<file path="config.mk">
export PLATFORM = sky130hd
export DESIGN_NAME = frame_gen
export DESIGN_NICKNAME = d
export VERILOG_FILES = /design/src/rtl/frame_gen_pkg.sv /design/src/rtl/sat_counter.sv /design/src/rtl/frame_gen.sv
export SDC_FILE = /design/constraint.sdc
export NUM_CORES = 1
export LEC_CHECK = 0
export BUFFER_PORTS_ARGS = -buffer_cell sky130_fd_sc_hd__buf_2
export CORE_MARGIN = 1.5
export CORE_UTILIZATION = 50
export CTS_BUF_LIST = sky130_fd_sc_hd__clkbuf_8
export DETAILED_ROUTE_END_ITERATION = 8
export PLACE_DENSITY = 0.84
export SLEW_MARGIN = 20
export SYNTH_ARGS = -nofsm -noshare
export SYNTH_HDL_FRONTEND = slang
export SYNTH_HIERARCHICAL = 1
export SYNTH_SLANG_ARGS = --single-unit
</file>
<file path="constraint.sdc">
create_clock -name clk_sys -period 3.6 [get_ports clk_sys]
set_input_delay 0.9 -clock clk_sys [delete_from_list [all_inputs] [get_ports clk_sys]]
set_output_delay 0.9 -clock clk_sys [all_outputs]
set_load 0.01 [all_outputs]
</file>
<file path="src/rtl/frame_gen_pkg.sv">
// Shared types and constants for the frame traffic generator.
package frame_gen_pkg;

  typedef enum logic [2:0] {
    ST_IDLE,
    ST_HDR,
    ST_BODY,
    ST_TRL,
    ST_GAP,
    ST_FIN
  } state_e;

  localparam logic [1:0] PRIO_LOW  = 2'b00;
  localparam logic [1:0] PRIO_HIGH = 2'b01;
  localparam logic [1:0] PRIO_ALT  = 2'b10;

  // Wide enough for any practical DATA_W; users take the low DATA_W bits.
  localparam logic [63:0] HDR_BYTE = 64'h0;
  localparam logic [63:0] TRL_BYTE = '1;

  // Shortest legal frame: full header, full trailer and one body cycle.
  function automatic int unsigned min_frame_len(input int unsigned hdr_cyc,
                                                input int unsigned trl_cyc);
    return hdr_cyc + trl_cyc + 1;
  endfunction

endpackage

</file>
<file path="src/rtl/sat_counter.sv">
// Saturating up-counter with synchronous clear (clear wins over increment).
module sat_counter #(
  parameter int W = 8
) (
  input  logic         clk,
  input  logic         rst_n,
  input  logic         clr,
  input  logic         inc,
  output logic [W-1:0] count
);

  logic [W-1:0] count_q;
  logic [W-1:0] count_d;

  always_comb begin
    count_d = count_q;
    if (clr) begin
      count_d = '0;
    end else if (inc && (count_q != '1)) begin
      count_d = count_q + W'(1);
    end
  end

  always_ff @(posedge clk or negedge rst_n) begin
    if (!rst_n) begin
      count_q <= '0;
    end else begin
      count_q <= count_d;
    end
  end

  assign count = count_q;

endmodule

</file>
<file path="src/rtl/frame_gen.sv">
// Run-time configurable frame source: header/body/trailer frames with gap,
// priority modes, graceful stop, pause at frame boundaries and discard counting.
module frame_gen
  import frame_gen_pkg::*;
#(
  parameter  int DATA_W  = 8,
  parameter  int LEN_W   = 12,
  parameter  int CNT_W   = 8,
  parameter  int HDR_CYC = 4,
  parameter  int TRL_CYC = 4,
  localparam int CTRL_W  = 2 * LEN_W
) (
  input  logic              clk_sys,
  input  logic              reset_n,
  input  logic              start,
  input  logic              stop,
  input  logic              pause,
  input  logic [LEN_W-1:0]  cfg_len,
  input  logic [CNT_W-1:0]  cfg_num,
  input  logic [LEN_W-1:0]  cfg_gap,
  input  logic [1:0]        cfg_prio_mode,
  input  logic              discard_en,
  output logic [DATA_W-1:0] data_out,
  output logic              data_valid,
  output logic [CTRL_W-1:0] ctrl_out,
  output logic              ctrl_valid,
  output logic              hi_priority,
  output logic              busy,
  output logic              done,
  output logic [CNT_W-1:0]  frame_cnt,
  output logic [CNT_W-1:0]  discard_cnt
);

  localparam logic [LEN_W-1:0] MIN_LEN  = LEN_W'(min_frame_len(HDR_CYC, TRL_CYC));
  localparam logic [LEN_W-1:0] HDR_LAST = LEN_W'(HDR_CYC - 1);
  localparam logic [LEN_W-1:0] TRL_LAST = LEN_W'(TRL_CYC - 1);
  localparam logic [LEN_W-1:0] BODY_ADJ = LEN_W'(HDR_CYC + TRL_CYC + 1);

  state_e            state_q, state_d;
  logic [LEN_W-1:0]  seg_q, seg_d;
  logic [LEN_W-1:0]  len_q, len_d;
  logic [LEN_W-1:0]  gap_q, gap_d;
  logic [CNT_W-1:0]  num_q, num_d;
  logic [1:0]        mode_q, mode_d;
  logic              stop_seen_q, stop_seen_d;
  logic [CNT_W-1:0]  frame_cnt_q, frame_cnt_d;
  logic [DATA_W-1:0] data_q, data_d;
  logic              dv_q, dv_d;
  logic [CTRL_W-1:0] ctrl_q, ctrl_d;
  logic              cv_q, cv_d;
  logic              hi_q, hi_d;
  logic              busy_q, busy_d;
  logic              done_q, done_d;
  logic              start_ok;
  logic              stop_any;
  logic              in_frame_d;

  // Next state and segment counter; seg_q holds remaining cycles minus one
  // in HDR/BODY/TRL, and remaining gap cycles in GAP.
  always_comb begin
    state_d     = state_q;
    seg_d       = seg_q;
    len_d       = len_q;
    gap_d       = gap_q;
    num_d       = num_q;
    mode_d      = mode_q;
    frame_cnt_d = frame_cnt_q;
    stop_seen_d = stop_seen_q;
    start_ok    = 1'b0;
    stop_any    = stop_seen_q | stop;
    case (state_q)
      ST_IDLE: begin
        if (start) begin
          start_ok    = 1'b1;
          state_d     = ST_HDR;
          seg_d       = HDR_LAST;
          len_d       = (cfg_len < MIN_LEN) ? MIN_LEN : cfg_len;
          gap_d       = cfg_gap;
          num_d       = cfg_num;
          mode_d      = cfg_prio_mode;
          frame_cnt_d = '0;
        end
      end
      ST_HDR: begin
        if (seg_q == '0) begin
          state_d = ST_BODY;
          seg_d   = len_q - BODY_ADJ;
        end else begin
          seg_d = seg_q - LEN_W'(1);
        end
      end
      ST_BODY: begin
        if (seg_q == '0) begin
          state_d = ST_TRL;
          seg_d   = TRL_LAST;
        end else begin
          seg_d = seg_q - LEN_W'(1);
        end
      end
      ST_TRL: begin
        if (seg_q == '0) begin
          frame_cnt_d = frame_cnt_q + CNT_W'(1);
          if (stop_any || ((num_q != '0) && (frame_cnt_d == num_q))) begin
            state_d = ST_FIN;
          end else if ((gap_q != '0) || pause) begin
            state_d = ST_GAP;
            seg_d   = gap_q;
          end else begin
            state_d = ST_HDR;
            seg_d   = HDR_LAST;
          end
        end else begin
          seg_d = seg_q - LEN_W'(1);
        end
      end
      ST_GAP: begin
        if (stop_any) begin
          state_d = ST_FIN;
        end else if (!pause) begin
          if (seg_q <= LEN_W'(1)) begin
            state_d = ST_HDR;
            seg_d   = HDR_LAST;
          end else begin
            seg_d = seg_q - LEN_W'(1);
          end
        end
      end
      ST_FIN:  state_d = ST_IDLE;
      default: state_d = ST_IDLE;
    endcase

    if ((state_d == ST_FIN) || (state_d == ST_IDLE)) begin
      stop_seen_d = 1'b0;
    end else if (stop && (state_q != ST_IDLE)) begin
      stop_seen_d = 1'b1;
    end
  end

  // Outputs are registered and describe the cycle that state_d enters.
  // data_valid qualifies data_out every cycle; there is no back-pressure.
  always_comb begin
    in_frame_d = state_d inside {ST_HDR, ST_BODY, ST_TRL};
    cv_d       = (state_d == ST_HDR) && (state_q != ST_HDR);
    ctrl_d     = cv_d ? {len_d, len_d} : '0;
    dv_d       = in_frame_d;
    busy_d     = (state_d != ST_IDLE);
    done_d     = (state_d == ST_FIN);
    case (state_d)
      ST_HDR:  data_d = HDR_BYTE[DATA_W-1:0];
      ST_BODY: data_d = DATA_W'(frame_cnt_d);
      ST_TRL:  data_d = TRL_BYTE[DATA_W-1:0];
      default: data_d = '0;
    endcase
    // frame_cnt_d is the index of the frame being emitted, stable for its duration.
    case (mode_d)
      PRIO_HIGH: hi_d = in_frame_d;
      PRIO_ALT:  hi_d = in_frame_d & ~frame_cnt_d[0];
      default:   hi_d = 1'b0;
    endcase
  end

  always_ff @(posedge clk_sys or negedge reset_n) begin
    if (!reset_n) begin
      state_q     <= ST_IDLE;
      seg_q       <= '0;
      len_q       <= '0;
      gap_q       <= '0;
      num_q       <= '0;
      mode_q      <= PRIO_LOW;
      stop_seen_q <= 1'b0;
      frame_cnt_q <= '0;
      data_q      <= '0;
      dv_q        <= 1'b0;
      ctrl_q      <= '0;
      cv_q        <= 1'b0;
      hi_q        <= 1'b0;
      busy_q      <= 1'b0;
      done_q      <= 1'b0;
    end else begin
      state_q     <= state_d;
      seg_q       <= seg_d;
      len_q       <= len_d;
      gap_q       <= gap_d;
      num_q       <= num_d;
      mode_q      <= mode_d;
      stop_seen_q <= stop_seen_d;
      frame_cnt_q <= frame_cnt_d;
      data_q      <= data_d;
      dv_q        <= dv_d;
      ctrl_q      <= ctrl_d;
      cv_q        <= cv_d;
      hi_q        <= hi_d;
      busy_q      <= busy_d;
      done_q      <= done_d;
    end
  end

  sat_counter #(.W(CNT_W)) u_discard_cnt (
    .clk   (clk_sys),
    .rst_n (reset_n),
    .clr   (start_ok),
    .inc   (discard_en & busy_q),
    .count (discard_cnt)
  );

  assign data_out    = data_q;
  assign data_valid  = dv_q;
  assign ctrl_out    = ctrl_q;
  assign ctrl_valid  = cv_q;
  assign hi_priority = hi_q;
  assign busy        = busy_q;
  assign done        = done_q;
  assign frame_cnt   = frame_cnt_q;

endmodule

</file>
==> impl_metrics.ini, run 1 <==
[yosys]
synth.mux.area_fraction_pct = 1.88
seq_area_frac_synth_pct = 45.0
synthFlopType = dfrtp_1
ys_types = 68
syn-instance-count = 569
synth_compound_area_share_pct = 16.5
synth_top_cell_by_area = dfrtp_1
synth_xor_area_share_pct = 2.94
synth_edf_count = 0
yosys_register_bits = 91
synth_top_family_by_area = simple AND/OR/NAND/NOR gates
synthSimpleGateAreaFrac_pct = 25.5
synth.area.top_cells = dfrtp_1 45%, nand2_1 8.4%, o21ai_0 2.4%
synth.avg_cell_area_um2 = 8.90
yosys.area_share.adder_pct = 1.98
synth.top_cell.area_share_pct = 45.0
synthArstFlopShare_pct = 100
syn_area_mm2 = 0.00506
yosysWarningCount = 6
synth_nets = 617

[timing]
finalSetupTns_ns = 0
worst_slew_pin_slew_ns = 0.689
finalMaxSlewViolations = 0
maxSlewHeadroom_pct = 53.7
max_freq_mhz = 326
hold_viol_final = 0
finalSetupViolCount = 0
rsz0062_at_grt = false
min_period_over_period_pct = 85.3
finClkSkew_ns = 0.0118
post-route-min-period_ns = 3.07

[setup_path]
cp-start-kind = register
cp_data_arrival_time_ns = 3.32
crit_path_top_delay_cell = or4b_2
rr_worst_depth = 9
end_kind = register
max_stage_delay_ns = 0.68
critPathCapture = seg_q[1]
r2r-start = frame_cnt[0]
crit_type = reg -> reg
crit_chain = ha_1 -> nand3_1 -> or4b_2 -> nand3_1 -> nor2_1 -> o31a_2 -> inv_2 -> o21a_4 -> mux2_2
cp.required_ns = 3.85
reg2reg_slack_ns = 0.53
r2r-end = seg_q[1]
crit_top_cell = nand3_1
cp_max_fo = 12
startpoint = frame_cnt[0]

[route]
routed_wl_um = 13000
vias = 4578
initialDrtViolationCount = 437
drc = 0
drt_first_pass_iters = 5
avgViaCountPerCell = 5.88
ant_nets = 0
detail_route.wl_per_cell_um = 16.7

[grt]
grt_overflow = 0
grt_usage_pct = 25.4
grt_pass1_vias = 4521
antenna_found_initial = 0
grt_pass1_wl_um = 22100
grt_max_degree = 36

[placed_design]
dpl.cell_count = 764
numPortBuffers = 92
dp_hpwl_um = 9470
place_congestion = 0.945

[floorplanning]
num_rows = 36
die_area_mm2 = 0.0107
start_util_pct = 51.6
die_y_um = 104
fp.dieW_um = 104
pin_count = 93
core_mm2 = 0.00982

[clock_network]
cts_tree = built
cts_sinks = 91
clk_pin_slew_ns = 0.09
ctsResizeCount = 0
cts_hold_buf = 0
clock_latency_ns = 0.36
numCtsBuffers = 9
root_buffer = clkbuf_8
cts_htree_levels = 3
post_cts_buffers = 0
ctsLongestPathBuffers = 2

[power_and_ir_drop]
p_leak_nw = 2.83
p_per_area_mw_per_mm2 = 809
p_comb_share_pct = 43.3
power_frac_seq_pct = 40.5
power_switching_w = 0.00198
vdd_ir_drop_max_uv = 407
swShare_pct = 42.4
intPower_w = 0.00268
clkPwrFrac_pct = 16.3

[final_layout]
layout-drive-gt1-share_pct = 21.2
nets = 690
syn2layout_area_growth_pct = 13.9
final_util_pct = 58.7
antenna_cells = 0
final_cells = 779

[flow_run]
drv_cap = 0

[hold_path]
hold_path.class = in -> async

[status]
status = completed
## power by group through the flow
stage / clock network, W / logic (W) / registers (W)
6_report: 0.000758 / 0.00202 / 0.00189
4_1_cts: 0.000766 / 0.00201 / 0.00187
3_5_place_dp: 0 / 0.00200 / 0.00188
5_1_grt: 0.000807 / 0.00225 / 0.00195
3_3_place_gp: 0 / 0.00193 / 0.00186
2_1_floorplan: 0 / 0.00146 / 0.00180
## sequential cells by signal (all words and copies together) (netlist names)
signal,cells
state_q,3
frame_cnt,8
ctrl_out,12
len_q,12
stop_seen_q,1
u_discard_cnt/count,8
data_valid,1
num_q,8
busy,1
mode_q,2
data_out,8
gap_q,12
hi_priority,1
ctrl_valid,1
done,1
seg_q,12
## layout make-up
type                    count  area, µm²
clock buffers              10        138
clock inverters             5       77.6
fillers                   896       4050
inverters                  25       93.8
multi-input cells         413       2470
flip-flops and latches     91       2280
well taps                 133        166
repair buffers            102        538
## per-stage QoR
stage               total power (W)  area, µm²  hold WS [ns]  setup slack, ns
finish                      0.00466       5770         0.478            0.528
floorplan                   0.00326       5060         0.459            0.673
global placement            0.00379       5550         0.491            0.580
global route                0.00500       5770         0.503            0.380
CTS                         0.00464       5770         0.483            0.566
detailed placement          0.00389       5550         0.491            0.536
## cells by family (layout without fill, tap and decap cells)
family / after synthesis / after routing
XOR/XNOR: 17 / 17
adder cells (fa/ha/maj): 8 / 8
flip-flops: 91 / 91
AO/OA/AOI/OAI: 118 / 118
AND/OR/NAND/NOR: 261 / 261
buffers and inverters: 65 / 142
multiplexers: 9 / 9
## worst min-delay path by stage
stage	to	slack, ns	start	depth (start not counted)
global route	gap_q[8]	0.50	reset_n	1
CTS	seg_q[7]	0.48	reset_n	1
global placement	mode_q[1]	0.49	mode_q[1]	2
finish	gap_q[8]	0.48	reset_n	1
floorplan	gap_q[0]	0.46	gap_q[0]	2
detailed placement	seg_q[10]	0.49	seg_q[10]	1
## cell usage after synthesis, types with 3 or more instances
| cell | number |
|---|---|
| a2111oi_0 | 3 |
| a211o_1 | 3 |
| a211oi_1 | 5 |
| a21oi_1 | 22 |
| a22o_1 | 3 |
| a22oi_1 | 4 |
| a31oi_1 | 9 |
| a41o_1 | 3 |
| and2_1 | 3 |
| and3_1 | 6 |
| and4_1 | 5 |
| buf_2 | 8 |
| buf_4 | 13 |
| clkbuf_1 | 15 |
| dfrtp_1 | 91 |
| ha_1 | 8 |
| inv_1 | 23 |
| mux2_2 | 4 |
| mux2i_1 | 5 |
| nand2_1 | 113 |
| nand2b_1 | 8 |
| nand3_1 | 7 |
| nand4_1 | 4 |
| nor2_1 | 32 |
| nor2b_1 | 10 |
| nor3_1 | 21 |
| nor3b_1 | 16 |
| nor4_1 | 10 |
| o21a_1 | 5 |
| o21ai_0 | 24 |
| o221ai_1 | 6 |
| o31ai_1 | 4 |
| or2_2 | 5 |
| or3_1 | 10 |
| or4_1 | 5 |
| xnor2_1 | 6 |
| xor2_1 | 11 |
## cells in the final DEF, fill, tap and decap left out, drive strengths merged, types with 6 or more instances in the layout
cell type and n:
a21oi 22, a31oi 9, and3 6, and4 6
buf 102, clkbuf 10, dfrtp 91, ha 8
inv 26, nand2 113, nand2b 8, nand3 8
nor2 32, nor2b 10, nor3 21, nor3b 16
nor4 10, o21a 6, o21ai 26, o221ai 6
or3 10, or4 6, xnor2 6, xor2 11
## worst max-delay path: cells and delay by family (launching register included)
family	cells	cell delay [ns]
multiplexers	1	0.36
AND/OR/NAND/NOR	4	1.04
AO/OA/AOI/OAI	2	0.61
flip-flops	1	0.48
adder cells (fa/ha/maj)	1	0.35
buffers and inverters	1	0.14
## routing by layer
metal	vias to the layer above	wire, µm	track usage, %
li1	2143	-	-
met1	2221	5840	34.8
met2	186	6140	40.6
met3	28	823	4.59
met4	0	246	9.13
met5	-	0	0
(Power assumes the default switching activity.)
==> run 2: changes to the inputs <==
GPL_ROUTABILITY_DRIVEN = 1   (was default)
SYNTH_HIERARCHICAL = default   (was 1)
==> run 2 against run 1 <==
Via count down 7.6%; sequential cell count unchanged; largest power group unchanged; setup slack worse by 0.17 ns; sequential power down 4%; final cell count down 5.3%; clock power down 10%; synthesized cell count down 7.2%.
==> impl_metrics.ini, run 2 <==
[status]
status = completed

[power_and_ir_drop]
clkPwrFrac_pct = 14.6
vdd_ir_drop_max_uv = 448
intPower_w = 0.00264
power_frac_seq_pct = 39.1
swShare_pct = 43.4
power_switching_w = 0.00202
p_per_area_mw_per_mm2 = 848
p_total_w = 0.00466
p_leak_nw = 2.73
p_comb_share_pct = 46.3

[yosys]
yosysMostFrequentCell = nand2_1
synth_nets = 576
synth.mux.area_fraction_pct = 1.07
synthFlopType = dfrtp_1
synth.top_cell.area_share_pct = 47.6
seq_area_frac_synth_pct = 47.6
synth_compound_area_share_pct = 17.9
syn-instance-count = 528
synth_edf_count = 0
yosys-top-cells-count = 108 x nand2_1, 91 x dfrtp_1, 37 x nor2_1
yosys.area_share.adder_pct = 2.09
synth_xor_area_share_pct = 4.57
synth.avg_cell_area_um2 = 9.07
yosys_register_bits = 91
synth_top_cell_by_area = dfrtp_1
syn_area_mm2 = 0.00479
yosysWarningCount = 0
synth_top_family_by_area = simple AND/OR/NAND/NOR gates
synthArstFlopShare_pct = 100
synthSimpleGateAreaFrac_pct = 21.7
synth.area.top_cells = dfrtp_1 48%, nand2_1 8.5%, a21oi_1 3.3%
ys_types = 67

[final_layout]
layout-drive-gt1-share_pct = 22.0
seqCellArea_mm2 = 0.00228
final_cell_mix = 108 x nand2_1, 91 x dfrtp_1, 91 x buf_2, 37 x nor2_1, 32 x a21oi_1
fillCellCount = 832
multi_input_area_mm2 = 0.00227
final_util_pct = 59.2
syn2layout_area_growth_pct = 14.7
antenna_cells = 0
nets = 652
mostFrequentLayoutCell = nand2_1

[grt]
antenna_found_initial = 0
grt_usage_pct = 24.9
grt_max_degree = 47
grt_pass1_wl_um = 20000
grt_pass1_vias = 4213
grt_overflow = 0

[setup_path]
cp_data_arrival_time_ns = 3.49
critPathBufInv = 1
cp_max_fo = 7
path_delay_family = simple AND/OR/NAND/NOR gates
end_kind = register
crit_type = reg -> reg
crit_path_top_delay_cell = or4_4
cp.required_ns = 3.85
cp-start-kind = register
r2r-start = seg_q[0]
crit_chain = inv_1 -> ha_1 -> or3b_1 -> or4_4 -> or3_1 -> a21o_2 -> and2_4 -> a21oi_1 -> mux2_2
startpoint = seg_q[0]
max_stage_delay_ns = 0.60

[route]
drt_first_pass_iters = 5
ant_nets = 0
vias = 4229
drc = 0
routed_wl_um = 11800
initialDrtViolationCount = 427
avgViaCountPerCell = 5.73
detail_route.wl_per_cell_um = 16.0

[timing]
fin_hold_ws_ns = 0.522
finClkSkew_ns = 0.0111
min_period_over_period_pct = 90.0
maxSlewHeadroom_pct = 48.0
finalSetupTns_ns = 0
finalSetupViolCount = 0
worst_slew_pin_slew_ns = 0.772
worst_slack_ns = 0.361
max_freq_mhz = 309
hold_viol_final = 0
finalMaxSlewViolations = 0
rsz0062_at_grt = false
post-route-min-period_ns = 3.24

[floorplanning]
num_rows = 35
pin_count = 93
die_y_um = 101
start_util_pct = 51.6
fp.dieW_um = 101
die_area_mm2 = 0.0102
core_mm2 = 0.00928

[clock_network]
root_buffer = clkbuf_8
cts_tree = built
cts_hold_buf = 0
ctsLongestPathBuffers = 2
clock_latency_ns = 0.36
ctsResizeCount = 0
numCtsBuffers = 9
cts_htree_levels = 3
clk_pin_slew_ns = 0.09
cts_sinks = 91
post_cts_buffers = 0

[placed_design]
dp_hpwl_um = 8680
pre_cts_ws_ns = 0.374
numPortBuffers = 92
place_congestion = 0.960

[flow_run]
drv_cap = 0

[hold_path]
hold_path.class = in -> async
==> run 2: cell types whose count changed after synthesis, moves of 6 or more <==
cell      previous run  this run
a21oi_1             22        32
nor3b_1             16         2
nor3_1              21        11
clkbuf_1            15        21
inv_1               23        14
==> run 2: final cells by class <==
cell class | count | share of cell area, %
tap | 129 | 2.94
sequential | 91 | 41.5
timing repair buffer | 102 | 9.79
multi-input combinational | 385 | 41.3
clock buffer | 9 | 2.26
clock inverter | 7 | 1.25
inverter | 15 | 1.03
==> run 2: logic make-up after synthesis <==
logic type	count (synthesis)
simple gates	223
compound gates	124
flops	91
buf+inv	52
xor+xnor	25
fa+ha+maj	8
mux	5
==> run 2: stage by stage <==
stage          cells  area (µm²)
2_1_floorplan    528        4790
3_3_place_gp     722        5300
3_5_place_dp     722        5300
4_1_cts          738        5490
5_1_grt          738        5490
6_report         738        5490
==> run 2: power groups by stage <==
| stage | sequential [W] | combinational [W] | clock, W |
|---|---|---|---|
| after global routing | 0.00187 | 0.00242 | 0.000730 |
| final | 0.00182 | 0.00216 | 0.000681 |
| after CTS | 0.00181 | 0.00215 | 0.000692 |
| after detailed placement | 0.00182 | 0.00214 | 0 |
| after floorplan | 0.00176 | 0.00159 | 0 |
| after global placement | 0.00180 | 0.00207 | 0 |
==> run 2: metal layers <==
| metal | routed length (µm) | track usage [%] | vias up |
|---|---|---|---|
| li1 | - | - | 1989 |
| met1 | 5210 | 35.0 | 2022 |
| met2 | 5440 | 38.7 | 186 |
| met3 | 873 | 3.81 | 32 |
| met4 | 274 | 10.2 | 0 |
| met5 | 0 | 0 | - |
==> run 2: final timing paths <==
check                                          to  slack (ns)  depth (start not counted)
min                        u_discard_cnt.count[0]        0.52                          1
max reg2reg                              seg_q[0]        0.36                          9
min reg2reg                             mode_q[0]        0.52                          2
min in group clk_sys                    mode_q[0]        0.52                          2
max                                      seg_q[0]        0.36                          9
max in group asynchronous                seg_q[0]        2.34                          2
==> run 3: changes to the inputs <==
BUFFER_PORTS_ARGS = -buffer_cell sky130_fd_sc_hd__buf_4   (was -buffer_cell sky130_fd_sc_hd__buf_2)
CORE_ASPECT_RATIO = 0.8   (was default)
CTS_CLUSTER_DIAMETER = 50   (was default)
==> run 3 against run 2 <==
The flow now finishes with violations (design-rule violations); wire length grew 4.4%; sequential power is essentially flat; final cell count decreased by 1.6%; clock skew rose by 0.0047 ns; sequential share of layout area is 1.7 points lower; combinational power up 7%; global-route usage grew 0.87 points; sequential cell count stayed put; largest cell class unchanged; highest routed layer unchanged.
==> impl_metrics.ini, run 3 (synthesis gave the netlist of run 2 again) <==
[setup_path]
r2r-start = seg_q[0]
end_kind = register
cp.required_ns = 3.88
reg2reg_slack_ns = 0.36
r2r-end = hi_priority
crit_type = reg -> reg
cp_max_fo = 13
cp-start-kind = register
rr_worst_depth = 10
cp_data_arrival_time_ns = 3.51

[route]
vias = 4280
drt_first_pass_iters = 7
detail_route.wl_per_cell_um = 17.0
drc = 3
ant_nets = 0
initialDrtViolationCount = 436
routed_wl_um = 12300
avgViaCountPerCell = 5.90

[clock_network]
cts_htree_levels = 3
clk_pin_slew_ns = 0.09
post_cts_buffers = 0
ctsResizeCount = 0
root_buffer = clkbuf_8
cts_sinks = 91
clock_latency_ns = 0.38
cts_hold_buf = 0
numCtsBuffers = 9
ctsLongestPathBuffers = 2
cts_tree = built

[timing]
post-route-min-period_ns = 3.24
rsz0062_at_grt = false
finalSetupViolCount = 0
worst_slew_pin_slew_ns = 0.683
finalMaxSlewViolations = 0
hold_viol_final = 0
fin_hold_ws_ns = 0.500
maxSlewHeadroom_pct = 54.0
worst_slack_ns = 0.363
finalSetupTns_ns = 0
min_period_over_period_pct = 89.9
finClkSkew_ns = 0.0159
max_freq_mhz = 309

[final_layout]
final_cell_mix = 108 x nand2_1, 104 x buf_4, 91 x dfrtp_1, 37 x nor2_1, 32 x a21oi_1
layout-drive-gt1-share_pct = 22.6
fillCellCount = 769
seqCellArea_mm2 = 0.00228
syn2layout_area_growth_pct = 19.7
antenna_cells = 0
nets = 654
mostFrequentLayoutCell = nand2_1
multi_input_area_mm2 = 0.00227

[floorplanning]
start_util_pct = 52.1
die_area_mm2 = 0.0102
die_y_um = 90.5
core_mm2 = 0.00919
pin_count = 93
fp.dieW_um = 112
num_rows = 31

[grt]
grt_pass1_vias = 4121
grt_max_degree = 45
grt_pass1_wl_um = 20900
grt_overflow = 0
antenna_found_initial = 0
grt_usage_pct = 25.8

[power_and_ir_drop]
p_per_area_mw_per_mm2 = 852
p_total_w = 0.00489
p_leak_nw = 2.79
vdd_ir_drop_max_uv = 463

[hold_path]
hold_path.class = in -> async

[placed_design]
numPortBuffers = 92
pre_cts_ws_ns = 0.405
dp_hpwl_um = 9130
place_congestion = 0.978

[status]
violations = design-rule violations
status = finished, violations left

[flow_run]
drv_cap = 0
run 3: routing by layer:
| metal | GRT usage, % | wire, µm |
|---|---|---|
| met4 | 8.44 | 212 |
| met3 | 5.97 | 1090 |
| met2 | 38.1 | 5390 |
| met1 | 37.5 | 5630 |
| met5 | 0 | 0 |
run 3: critical path, cell delays in order (launching register included):
cell     delay, ns
dfrtp_1       0.43
inv_1         0.12
ha_1          0.14
or3b_1        0.38
nor4_1        0.64
and2_0        0.32
buf_4         0.25
nor2_1        0.14
a21oi_1       0.34
a21oi_1       0.12
nor3b_1       0.25
run 3: per-stage QoR:
stage / util [%] / instance area (µm²) / cells
after CTS: 62.4 / 5730 / 726
after floorplan: - / 4790 / 528
after global routing: 62.4 / 5730 / 726
final: 62.4 / 5730 / 726
after detailed placement: 60.1 / 5530 / 710
after global placement: 60.1 / 5530 / 710
run 3: power breakdown:
group / leakage, nW / switching, W / internal [W]
registers: 1.17 / 0.000418 / 0.00143
logic: 1.51 / 0.00130 / 0.00101
clock network: 0.104 / 0.000387 / 0.000346
total: 2.79 / 0.00210 / 0.00278
run 3: area by class of cell:
| cell class | count | share of cell area (%) |
|---|---|---|
| Sequential cell | 91 | 39.7 |
| Clock inverter | 6 | 1.20 |
| Multi-Input combinational cell | 385 | 39.6 |
| Tap cell | 115 | 2.51 |
| Inverter | 15 | 0.982 |
| Timing Repair Buffer | 104 | 13.6 |
| Clock buffer | 10 | 2.40 |
run 3: how the worst max path moves through the flow:
stage | end | slack, ns | cells past startpoint | start
after floorplan | seg_q[0] | 0.60 | 9 | seg_q[0]
after global placement | seg_q[0] | 0.46 | 9 | seg_q[0]
after detailed placement | seg_q[0] | 0.41 | 9 | seg_q[0]
after CTS | seg_q[0] | 0.39 | 9 | seg_q[0]
after global routing | hi_priority | 0.17 | 10 | seg_q[0]
final | hi_priority | 0.36 | 10 | seg_q[0]
